==> src/rtl/volume_meter_ph.sv <==
// -----------------------------------------------------------------------------
// volume_meter_ph
//
// Clocked vertical level meter for the 96x64 OLED. It takes the quantised mic
// level once per frame and smooths it with a slow fall-off. It keeps a
// peak-hold marker and a clip indicator. For every pixel coordinate presented
// on X/Y, it returns the RGB565 colour of that pixel one clock later.
//
// Ports
//   clk           pixel/system clock
//   rst_n         asynchronous active-low reset
//   frame_tick    one-cycle pulse per OLED frame; all meter state moves on it
//   level         instantaneous mic level (clamped to SEGMENTS internally)
//   X, Y          pixel column 0..95 / row 0..63 being rendered
//   border_en     draw a screen border
//   border_thick  0 = 1-pixel border, 1 = 3-pixel border
//   peak_hold_en  enable the held-peak marker
//   colour        registered RGB565 colour for the previous cycle's X/Y
//   disp_level    smoothed (displayed) level
//   peak_level    held peak level
//   clip          clip indicator, stretched over CLIP_FRAMES frames
// -----------------------------------------------------------------------------
module volume_meter_ph #(
  parameter int SEGMENTS     = 15,
  parameter int LVL_W        = 4,
  parameter int GREEN_SEGS   = 5,
  parameter int YELLOW_SEGS  = 5,
  parameter int SEG_H        = 3,
  parameter int SEG_GAP      = 1,
  parameter int BASE_Y       = 60,
  parameter int BAR_X0       = 43,
  parameter int BAR_W        = 11,
  parameter int DECAY_FRAMES = 4,
  parameter int HOLD_FRAMES  = 30,
  parameter int CLIP_FRAMES  = 15
) (
  input  logic             clk,
  input  logic             rst_n,
  input  logic             frame_tick,
  input  logic [LVL_W-1:0] level,
  input  logic [6:0]       X,
  input  logic [5:0]       Y,
  input  logic             border_en,
  input  logic             border_thick,
  input  logic             peak_hold_en,
  output logic [15:0]      colour,
  output logic [LVL_W-1:0] disp_level,
  output logic [LVL_W-1:0] peak_level,
  output logic             clip
);

  localparam int PITCH    = SEG_H + SEG_GAP;
  localparam int SCREEN_W = 96;
  localparam int SCREEN_H = 64;

  localparam logic [15:0] C_BLACK  = 16'h0000;
  localparam logic [15:0] C_GREEN  = 16'h07E0;
  localparam logic [15:0] C_YELLOW = 16'hFFE0;
  localparam logic [15:0] C_RED    = 16'hF800;
  localparam logic [15:0] C_WHITE  = 16'hFFFF;

  // Counter widths; a frame count of 1 still needs a 1-bit register.
  localparam int DCNT_W = (DECAY_FRAMES > 1) ? $clog2(DECAY_FRAMES) : 1;
  localparam int HCNT_W = (HOLD_FRAMES  > 1) ? $clog2(HOLD_FRAMES)  : 1;
  localparam int CCNT_W = (CLIP_FRAMES  > 1) ? $clog2(CLIP_FRAMES)  : 1;

  localparam logic [DCNT_W-1:0] DECAY_LAST = DCNT_W'(DECAY_FRAMES - 1);
  localparam logic [HCNT_W-1:0] HOLD_LAST  = HCNT_W'(HOLD_FRAMES - 1);
  localparam logic [CCNT_W-1:0] CLIP_LAST  = CCNT_W'(CLIP_FRAMES - 1);
  localparam logic [LVL_W-1:0]  SEG_MAX    = LVL_W'(SEGMENTS);

  // ---------------------------------------------------------------------------
  // State registers
  // ---------------------------------------------------------------------------
  logic [LVL_W-1:0]  disp_q, disp_d;
  logic [LVL_W-1:0]  peak_q, peak_d;
  logic [DCNT_W-1:0] dcnt_q, dcnt_d;
  logic [HCNT_W-1:0] hcnt_q, hcnt_d;
  logic [CCNT_W-1:0] ccnt_q, ccnt_d;
  logic              clip_q, clip_d;
  logic [15:0]       colour_q, colour_d;

  logic [LVL_W-1:0]  lvl_c;

  // The quantiser can overshoot the bar height; anything above is a full bar.
  assign lvl_c = (level > SEG_MAX) ? SEG_MAX : level;

  // ---------------------------------------------------------------------------
  // Frame-synchronous meter state: fall-off, peak hold, clip stretch
  // ---------------------------------------------------------------------------
  always_comb begin
    // NOTE: every signal gets a hold value first, so a path that does not
    // assign it cannot infer a latch.
    disp_d = disp_q;
    dcnt_d = dcnt_q;
    peak_d = peak_q;
    hcnt_d = hcnt_q;
    clip_d = clip_q;
    ccnt_d = ccnt_q;

    if (frame_tick) begin
      // A rise is tested first, so it overrides a decay due on the same frame.
      // lvl_c >= 0 always holds, so a zero display can never decrement.
      if (lvl_c >= disp_q) begin
        disp_d = lvl_c;
        dcnt_d = '0;
      end else if (dcnt_q == DECAY_LAST) begin
        disp_d = disp_q - 1'b1;
        dcnt_d = '0;
      end else begin
        dcnt_d = dcnt_q + 1'b1;
      end

      // When the hold expires, the peak drops to this frame's new displayed level.
      if (peak_hold_en) begin
        if (lvl_c >= peak_q) begin
          peak_d = lvl_c;
          hcnt_d = '0;
        end else if (hcnt_q == HOLD_LAST) begin
          peak_d = disp_d;
          hcnt_d = '0;
        end else begin
          hcnt_d = hcnt_q + 1'b1;
        end
      end else begin
        peak_d = disp_d;
        hcnt_d = '0;
      end

      if (lvl_c == SEG_MAX) begin
        clip_d = 1'b1;
        ccnt_d = '0;
      end else if (clip_q && (ccnt_q == CLIP_LAST)) begin
        clip_d = 1'b0;
        ccnt_d = '0;
      end else if (clip_q) begin
        ccnt_d = ccnt_q + 1'b1;
      end
    end
  end

  // ---------------------------------------------------------------------------
  // Pixel renderer
  // ---------------------------------------------------------------------------
  logic             seg_hit;
  logic [LVL_W-1:0] seg_idx;
  logic             in_cols;
  logic             on_border;
  logic [15:0]      zone_colour;

  // Find the segment whose rows contain Y. The row arithmetic uses signed ints,
  // so a segment that would lie above row 0 simply never matches.
  always_comb begin
    int y_s;
    int bot;
    int top;
    y_s     = int'(Y);
    bot     = 0;
    top     = 0;
    seg_hit = 1'b0;
    seg_idx = '0;
    for (int k = 1; k <= SEGMENTS; k++) begin
      bot = BASE_Y - (k - 1) * PITCH;
      top = bot - (SEG_H - 1);
      if ((y_s >= top) && (y_s <= bot)) begin
        seg_hit = 1'b1;
        seg_idx = LVL_W'(k);
      end
    end
  end

  always_comb begin
    int x_s;
    int y_s;
    int thick;
    x_s       = int'(X);
    y_s       = int'(Y);
    thick     = border_thick ? 3 : 1;
    in_cols   = (x_s >= BAR_X0) && (x_s <= BAR_X0 + BAR_W - 1);
    on_border = border_en &&
                ((x_s < thick) || (x_s >= SCREEN_W - thick) ||
                 (y_s < thick) || (y_s >= SCREEN_H - thick));
  end

  always_comb begin
    if (int'(seg_idx) <= GREEN_SEGS) begin
      zone_colour = C_GREEN;
    end else if (int'(seg_idx) <= GREEN_SEGS + YELLOW_SEGS) begin
      zone_colour = C_YELLOW;
    end else begin
      zone_colour = C_RED;
    end
  end

  // Priority: lit segment, peak marker, border, black. Gap rows give
  // seg_hit=0, so they fall through to the border or black.
  always_comb begin
    colour_d = C_BLACK;
    if (seg_hit && in_cols && (seg_idx <= disp_q)) begin
      colour_d = zone_colour;
    end else if (seg_hit && in_cols && peak_hold_en &&
                 (seg_idx == peak_q) && (peak_q > disp_q)) begin
      colour_d = C_WHITE;
    end else if (on_border) begin
      colour_d = clip_q ? C_RED : C_WHITE;
    end
  end

  // ---------------------------------------------------------------------------
  // Registers
  // ---------------------------------------------------------------------------
  // NOTE: state registers use non-blocking assignments. All of them then
  // update together after every block has read the old values.
  always_ff @(posedge clk or negedge rst_n) begin
    if (!rst_n) begin
      disp_q   <= '0;
      dcnt_q   <= '0;
      peak_q   <= '0;
      hcnt_q   <= '0;
      clip_q   <= 1'b0;
      ccnt_q   <= '0;
      colour_q <= C_BLACK;
    end else begin
      disp_q   <= disp_d;
      dcnt_q   <= dcnt_d;
      peak_q   <= peak_d;
      hcnt_q   <= hcnt_d;
      clip_q   <= clip_d;
      ccnt_q   <= ccnt_d;
      colour_q <= colour_d;
    end
  end

  assign colour     = colour_q;
  assign disp_level = disp_q;
  assign peak_level = peak_q;
  assign clip       = clip_q;

endmodule

==> config.mk <==
export PLATFORM = sky130hd
export DESIGN_NAME = volume_meter_ph
export DESIGN_NICKNAME = d
export VERILOG_FILES = /design/src/rtl/volume_meter_ph.sv
export SDC_FILE = /design/constraint.sdc
export NUM_CORES = 1
export LEC_CHECK = 0
export ABC_AREA = 0
export BUFFER_PORTS_ARGS = -buffer_cell sky130_fd_sc_hd__buf_2
export CAP_MARGIN = 5
export CORE_MARGIN = 2
export CORE_UTILIZATION = 38
export CTS_BUF_LIST = sky130_fd_sc_hd__clkbuf_4 sky130_fd_sc_hd__clkbuf_8 sky130_fd_sc_hd__clkbuf_16
export DETAILED_ROUTE_END_ITERATION = 10
export GPL_TIMING_DRIVEN = 0
export HOLD_SLACK_MARGIN = 0.03
export PLACE_DENSITY = 0.56
export RECOVER_POWER = 50
export SKIP_CTS_REPAIR_TIMING = 1
export SLEW_MARGIN = 0
export SYNTH_ARGS = -nofsm -noshare
export SYNTH_HDL_FRONTEND = slang
export SYNTH_SLANG_ARGS = --single-unit
==> constraint.sdc <==
create_clock -name clk -period 2.61 [get_ports clk]
set_clock_uncertainty 0.05 [all_clocks]
set_input_delay 0 -clock clk [delete_from_list [all_inputs] [get_ports clk]]
set_output_delay 0 -clock clk [all_outputs]
set_load 0.02 [all_outputs]
==> flow_metrics.py, run 1 <==
metrics = {
    "run_status": {
        "status": "finished, final reports clean",
    },
    "critical_path": {
        "cp_slowest_cell": "dfrtp_1",
        "cp_max_fo": 7,
        "worst_ep_required_time_ns": 2.73,
        "crit_type": "reg2reg",
        "cp-end-kind": "flip-flop",
        "crit_arrival_ns": 2.50,
        "critical_path.startpoint_type": "flip-flop",
        "crit_buf_inv": 0,
        "max_stage_delay_ns": 0.44,
        "cp_top_family": "compound AO/OA/AOI/OAI gates",
        "cp_cell_sequence": "ha_1, nand2b_1, a2111oi_2, o211ai_1, nand2_1, mux2_2",
    },
    "sta": {
        "fin_crit_ns": 2.38,
        "setup_tns_ns": 0,
        "relSlewSlack": 0.143,
        "hold_viol": 0,
        "clock.fmax_mhz": 420,
        "drv_slew": 0,
        "rsz0062_at_grt": "no",
        "final.period_utilization": 0.913,
        "setup_ws_ns": 0.228,
        "worstMarginPinSlew_ns": 1.28,
        "setup_violations": 0,
    },
    "clock_network": {
        "cts_buffers": 3,
        "clk_latency_ns": 0.27,
        "cts_buffer_depth": 2,
        "cts_sinks": 23,
        "cts.clk_slew.worst_paths_ns": 0.09,
        "cts-root-buf": "clkbuf_8",
        "cts-htree-levels": 1,
        "cts_tree": "built",
    },
    "placed_design": {
        "dp_slack_ns": 0.216,
        "dp_hpwl_um": 3840,
        "placed_cells": 363,
        "placed_area_um2": 2440,
        "port_buffers": 43,
        "place_congestion": 0.807,
    },
    "synth": {
        "syn-cell-area_um2": 2130,
        "syn_area_per_cell_um2": 8.59,
        "synth_flop_cell": "dfrtp_1",
        "synth_seq_area_share": 0.270,
        "synth_edf_count": 0,
        "ys_types": 50,
        "ys_async_sr_fraction": 1.00,
        "ys_seq_elements": 23,
        "synth_nets": 297,
        "syn_inst": 248,
        "yosys_warnings": 0,
    },
    "finish": {
        "fill_cells": 570,
        "final_area_um2": 2480,
        "num_antenna_cells": 0,
        "stdcell_count": 368,
        "area_growth_pct": 16.3,
        "final_nets": 346,
        "multiInputGateArea_um2": 1330,
        "seq_area_um2": 576,
        "drive_gt1_frac": 0.209,
    },
    "detailed_routing": {
        "route.detailed.drc": 0,
        "wl_per_cell_um": 13.2,
        "final_antenna_net_count": 0,
        "drt-vias-per-instance": 5.25,
        "drt_wl_total_um": 4870,
        "vias": 1933,
        "drt_pass1_iterations": 6,
        "drt_iter0_markers": 85,
    },
    "floorplanning": {
        "pin_count": 48,
        "die_x_um": 78.9,
        "dieHeight_um": 78.9,
        "rows": 27,
        "initial_utilization": 0.389,
        "coreArea_um2": 5470,
        "design.die.area_um2": 6220,
    },
    "global_routing": {
        "grt_usage": 0.161,
        "grt_max_degree": 24,
        "grt_pass1_wl_um": 8140,
        "first_global_vias": 1743,
        "antenna_found_initial": 0,
        "grt-ovfl-total": 0,
    },
    "power_and_ir_drop": {
        "vdd_drop_max_uv": 369,
        "power.leakage_uw": 0.00118,
        "p_per_area_nw_per_um2": 831,
    },
    "job": {
        "maxCapViolCount": 0,
    },
    "worst_hold_path": {
        "hp-class": "in2reg",
    },
}
sequential cells by signal, indices dropped and copies added (netlist names):
| name | count |
|---|---|
| clip | 1 |
| peak_level | 4 |
| ccnt_q | 4 |
| dcnt_q | 2 |
| hcnt_q | 5 |
| disp_level | 4 |
| colour | 3 |
layout make-up:
class,instances,area share
Buffer,21,0.0606
Clock buffer,3,0.0167
Clock inverter,1,0.00303
Inverter,20,0.0303
Multi-Input combinational cell,184,0.537
Sequential cell,23,0.232
Tap cell,72,0.0363
Timing Repair Buffer,44,0.0843
cell usage after synthesis, types with 5 or more instances:
master	count	area share
ha_1	26	0.15
nand2_1	24	0.042
dfrtp_1	23	0.27
o21ai_0	23	0.054
inv_1	20	0.035
buf_4	15	0.053
a21oi_1	11	0.026
nor2_1	11	0.019
and3_1	6	0.018
mux2i_1	5	0.023
nand2b_1	5	0.015
nand3_1	5	0.012
nand4_1	5	0.015
xnor2_1	5	0.021
metal layers:
| metal | track usage | wire length, µm |
|---|---|---|
| met5 | 0 | 0 |
| met1 | 0.222 | 2320 |
| met4 | 0.0259 | 23 |
| met2 | 0.271 | 2280 |
| met3 | 0.0261 | 252 |
kinds of logic after synthesis:
kind of cell,after synthesis,share of synthesized area
AND/OR/NAND/NOR,76,0.187
multiplexers,6,0.0288
XOR/XNOR,6,0.0247
adder cells (fa/ha/maj),26,0.153
buffers and inverters,41,0.106
AO/OA/AOI/OAI,70,0.231
flip-flops,23,0.270
placed cells by master, fill, tap and decap left out, drive strengths merged, types with 4 or more instances in the layout:
cell and instances:
buf 47, ha 26, o21ai 26, nand2 25
dfrtp 23, inv 20, clkbuf 20, nor2 12
a21oi 11, and3 6, nand3 5, mux2i 5
nand4 5, xnor2 5, nand2b 5, o21a 4
nor2b 4, nor4 4, o22ai 4
worst paths after layout:
check	cells past startpoint	to	start	slack, ns
worst min register to register	1	ccnt_q[3]$_DFFE_PN0P_	ccnt_q[3]$_DFFE_PN0P_	0.44
max in group asynchronous	2	peak_level[3]$_DFFE_PN0P_	rst_n	1.28
worst max register to register	6	peak_level[1]$_DFFE_PN0P_	peak_level[0]$_DFFE_PN0P_	0.23
min in group asynchronous	2	hcnt_q[3]$_DFFE_PN0P_	rst_n	0.47
worst max-delay path	6	peak_level[1]$_DFFE_PN0P_	peak_level[0]$_DFFE_PN0P_	0.23
worst min-delay path	3	peak_level[0]$_DFFE_PN0P_	level[0]	0.01
worst min-delay path: cells and delay by family:
family	cells	cell delay (ns)
buf+inv	1	0.10
mux	1	0.08
compound gates	1	0.11
stage by stage:
step | util | total power (µW) | hold slack (ns)
after floorplan | - | 1500 | -0.346
after global placement | 0.445 | 1840 | -0.0271
after detailed placement | 0.445 | 1840 | -0.0241
after CTS | 0.454 | 2090 | -0.323
after global routing | 0.453 | 2270 | 0.0411
final | 0.453 | 2060 | 0.0136
report_power, final:
group,internal [µW],switching (µW),total (µW),leakage (µW)
Combinational,494,685,1180,0.000873
Clock,108,131,239,0.0000217
Sequential,481,161,642,0.000289
(Power assumes the default switching activity.)
==> run 2: changes to the inputs <==
--- a/config.mk
+++ b/config.mk
@@ -5,16 +5,16 @@
 export SDC_FILE = /design/constraint.sdc
 export NUM_CORES = 1
 export LEC_CHECK = 0
-export ABC_AREA = 0
+export ABC_AREA = 1
 export BUFFER_PORTS_ARGS = -buffer_cell sky130_fd_sc_hd__buf_2
 export CAP_MARGIN = 5
 export CORE_MARGIN = 2
-export CORE_UTILIZATION = 38
+export CORE_UTILIZATION = 55
 export CTS_BUF_LIST = sky130_fd_sc_hd__clkbuf_4 sky130_fd_sc_hd__clkbuf_8 sky130_fd_sc_hd__clkbuf_16
 export DETAILED_ROUTE_END_ITERATION = 10
 export GPL_TIMING_DRIVEN = 0
 export HOLD_SLACK_MARGIN = 0.03
-export PLACE_DENSITY = 0.56
+export PLACE_DENSITY = 0.77
 export RECOVER_POWER = 50
 export SKIP_CTS_REPAIR_TIMING = 1
 export SLEW_MARGIN = 0
==> run 2 against run 1 <==
  * The run now ends with negative hold slack left
  * Sequential power is 0.6% higher
  * Die area is 21% lower
  * Worst hold slack worse by 0.020 ns
  * Global-route usage is 7.0 points higher
  * Worst setup slack better by 0.066 ns
  * Cell area is 11% higher
  * Largest power group unchanged
==> flow_metrics.py, run 2 <==
metrics = {
    "global_routing": {
        "first_global_vias": 2168,
        "grt_pass1_wl_um": 9530,
        "antenna_found_initial": 0,
        "grt-ovfl-total": 0,
        "grt_max_degree": 24,
        "grt_usage": 0.231,
    },
    "placed_design": {
        "dp_hpwl_um": 4550,
        "placed_area_um2": 2700,
        "dp_slack_ns": 0.154,
        "port_buffers": 45,
        "place_congestion": 0.931,
    },
    "worst_hold_path": {
        "hp-start": "level[0]",
        "hold_end": "peak_level[0]$_DFFE_PN0P_",
        "holdPathStages": 3,
        "hp-class": "in2reg",
    },
    "finish": {
        "most-common-layout-cells": "nand2_1, inv_1, nor2_1, buf_2, nand3_1",
        "num_antenna_cells": 0,
        "final_nets": 469,
        "area_growth_pct": 13.8,
        "largest_reg_flops": 5,
        "final_common_cell": "nand2_1",
        "fill_cells": 425,
        "final_area_um2": 2740,
        "top_register": "hcnt_q",
        "drive_gt1_frac": 0.165,
    },
    "floorplanning": {
        "coreArea_um2": 4290,
        "design.die.area_um2": 4920,
        "initial_utilization": 0.561,
        "pin_count": 48,
        "dieHeight_um": 70.2,
        "rows": 24,
        "die_x_um": 70.2,
    },
    "sta": {
        "fin_crit_ns": 2.32,
        "setup_tns_ns": 0,
        "setup_violations": 0,
        "drv_slew": 0,
        "rsz0062_at_grt": "no",
        "setup_ws_ns": 0.294,
        "clock.fmax_mhz": 432,
        "relSlewSlack": 0.169,
        "worstMarginPinSlew_ns": 1.25,
        "whs_ns": -0.00599,
        "final.period_utilization": 0.887,
        "hold_viol": 1,
    },
    "power_and_ir_drop": {
        "power_uw": 2140,
        "vdd_drop_max_uv": 498,
        "p_per_area_nw_per_um2": 782,
        "power.leakage_uw": 0.00156,
    },
    "synth": {
        "yosys.area_share.adder": 0.135,
        "synthMuxAreaShare": 0,
        "syn-cell-area_um2": 2410,
        "ys_top_cells_by_area": "dfrtp_1, ha_1, nand2_1, inv_1, nor2_1",
        "yosysMostFrequentCell": "nand2_1",
        "synth_common_cells": "nand2_1, inv_1, nor2_1",
        "synth.largest_area_cell": "dfrtp_1",
        "synth_nets": 418,
        "synth_seq_area_share": 0.239,
        "syn_inst": 369,
        "yosys.area.top_type_share": 0.239,
        "ys_async_sr_fraction": 1.00,
        "yosys_warnings": 0,
        "synth_flop_cell": "dfrtp_1",
        "synth-simple-area-share": 0.338,
        "synth_edf_count": 0,
        "synth_top_family_by_area": "simple AND/OR/NAND/NOR gates",
        "ys_seq_elements": 23,
        "synth-compound-area-share": 0.130,
        "synth-xor-area-share": 0.0182,
        "syn_area_per_cell_um2": 6.52,
        "ys_types": 27,
    },
    "critical_path": {
        "critical_path.startpoint_type": "flip-flop",
        "reg2reg_setup_slack_ns": 0.29,
        "startpoint": "peak_level[1]$_DFFE_PN0P_",
        "crit_type": "reg2reg",
        "cp_max_fo": 8,
        "crit_arrival_ns": 2.45,
        "cp-end-kind": "flip-flop",
        "reg2reg_depth": 11,
        "worst_ep_required_time_ns": 2.74,
        "r2r_end": "peak_level[2]$_DFFE_PN0P_",
        "reg2reg_from": "peak_level[1]$_DFFE_PN0P_",
    },
    "detailed_routing": {
        "drt_pass1_iterations": 4,
        "final_antenna_net_count": 0,
        "vias": 2527,
        "drt_iter0_markers": 171,
        "drt_wl_total_um": 5560,
        "drt-vias-per-instance": 5.37,
        "wl_per_cell_um": 11.8,
        "route.detailed.drc": 0,
    },
    "run_status": {
        "status": "finished with violations",
        "violations": "negative hold slack",
    },
    "clock_network": {
        "cts_buffers": 3,
        "cts.clk_slew.worst_paths_ns": 0.08,
        "cts_buffer_depth": 2,
        "cts_sinks": 23,
        "cts_tree": "built",
        "cts-root-buf": "clkbuf_8",
        "cts-htree-levels": 1,
        "clk_latency_ns": 0.26,
    },
    "job": {
        "maxCapViolCount": 0,
    },
}
-- run 2: cell types whose count changed in the layout (fill, tap and decap cells not counted), moves of 5 or more --
| cell | previous run | this run |
|---|---|---|
| nand2b_1 | 5 | 0 |
| inv_2 | 0 | 8 |
| nand3_1 | 5 | 27 |
| a21oi_1 | 11 | 22 |
| mux2i_1 | 5 | 0 |
| nand4_1 | 5 | 16 |
| and3_1 | 6 | 1 |
| inv_1 | 20 | 45 |
| xnor2_1 | 5 | 0 |
| nand2_1 | 24 | 86 |
| nor2_1 | 11 | 39 |
-- run 2: how the worst max path moves through the flow --
stage	to	slack, ns	cells after the start
floorplan	peak_level[1]$_DFFE_PN0P_	0.59	10
global placement	colour[14]$_DFF_PN0_	0.18	19
detailed placement	colour[14]$_DFF_PN0_	0.15	19
CTS	peak_level[3]$_DFFE_PN0P_	0.31	11
global route	peak_level[3]$_DFFE_PN0P_	0.07	11
finish	peak_level[2]$_DFFE_PN0P_	0.29	11
-- run 2: critical path, stage by stage, from the launching register on --
cell	delay, ns
dfrtp_1	0.42
inv_1	0.09
ha_1	0.31
inv_1	0.06
nor2_1	0.03
o211ai_1	0.15
nand3_1	0.14
o21ai_0	0.41
inv_1	0.25
o21ai_0	0.13
a21oi_1	0.07
a21oi_1	0.14
-- run 2: logic make-up (layout without fill, tap and decap cells) --
family	Yosys count	after routing
DFF	23	23
AOI/OAI and AO/OA	57	57
and+or+nand+nor	185	185
buffers and inverters	73	123
xor gates and xnor gates	5	5
adders and majority gates	26	26
-- run 2: cell type report --
class / instances / area (µm²) / share of cell area
timing repair buffer: 46 / 219 / 0.0799
buffer: 18 / 128 / 0.0466
tap: 52 / 65.1 / 0.0237
clock buffer: 4 / 48.8 / 0.0178
multi-input combinational: 273 / 1500 / 0.547
sequential: 23 / 576 / 0.210
inverter: 55 / 206 / 0.0753
-- run 2: power breakdown --
part,switching (µW),internal (µW)
clock network,105,119
logic,800,473
registers,149,497
total,1050,1090
-- run 2: metrics by stage --
stage          std cells   util
4_1_cts              470  0.640
5_1_grt              471  0.638
3_5_place_dp         466  0.628
6_report             471  0.638
2_1_floorplan        369      -
3_3_place_gp         466  0.628
-- run 2: routing by layer --
layer,up-vias,wire (µm),share of wire,track usage
li1,1312,-,-,-
met1,1142,2740,0.49,0.339
met2,71,2500,0.45,0.369
met3,2,310,0.056,0.0361
met4,0,16,0.0029,0.0299
met5,-,0,0,0
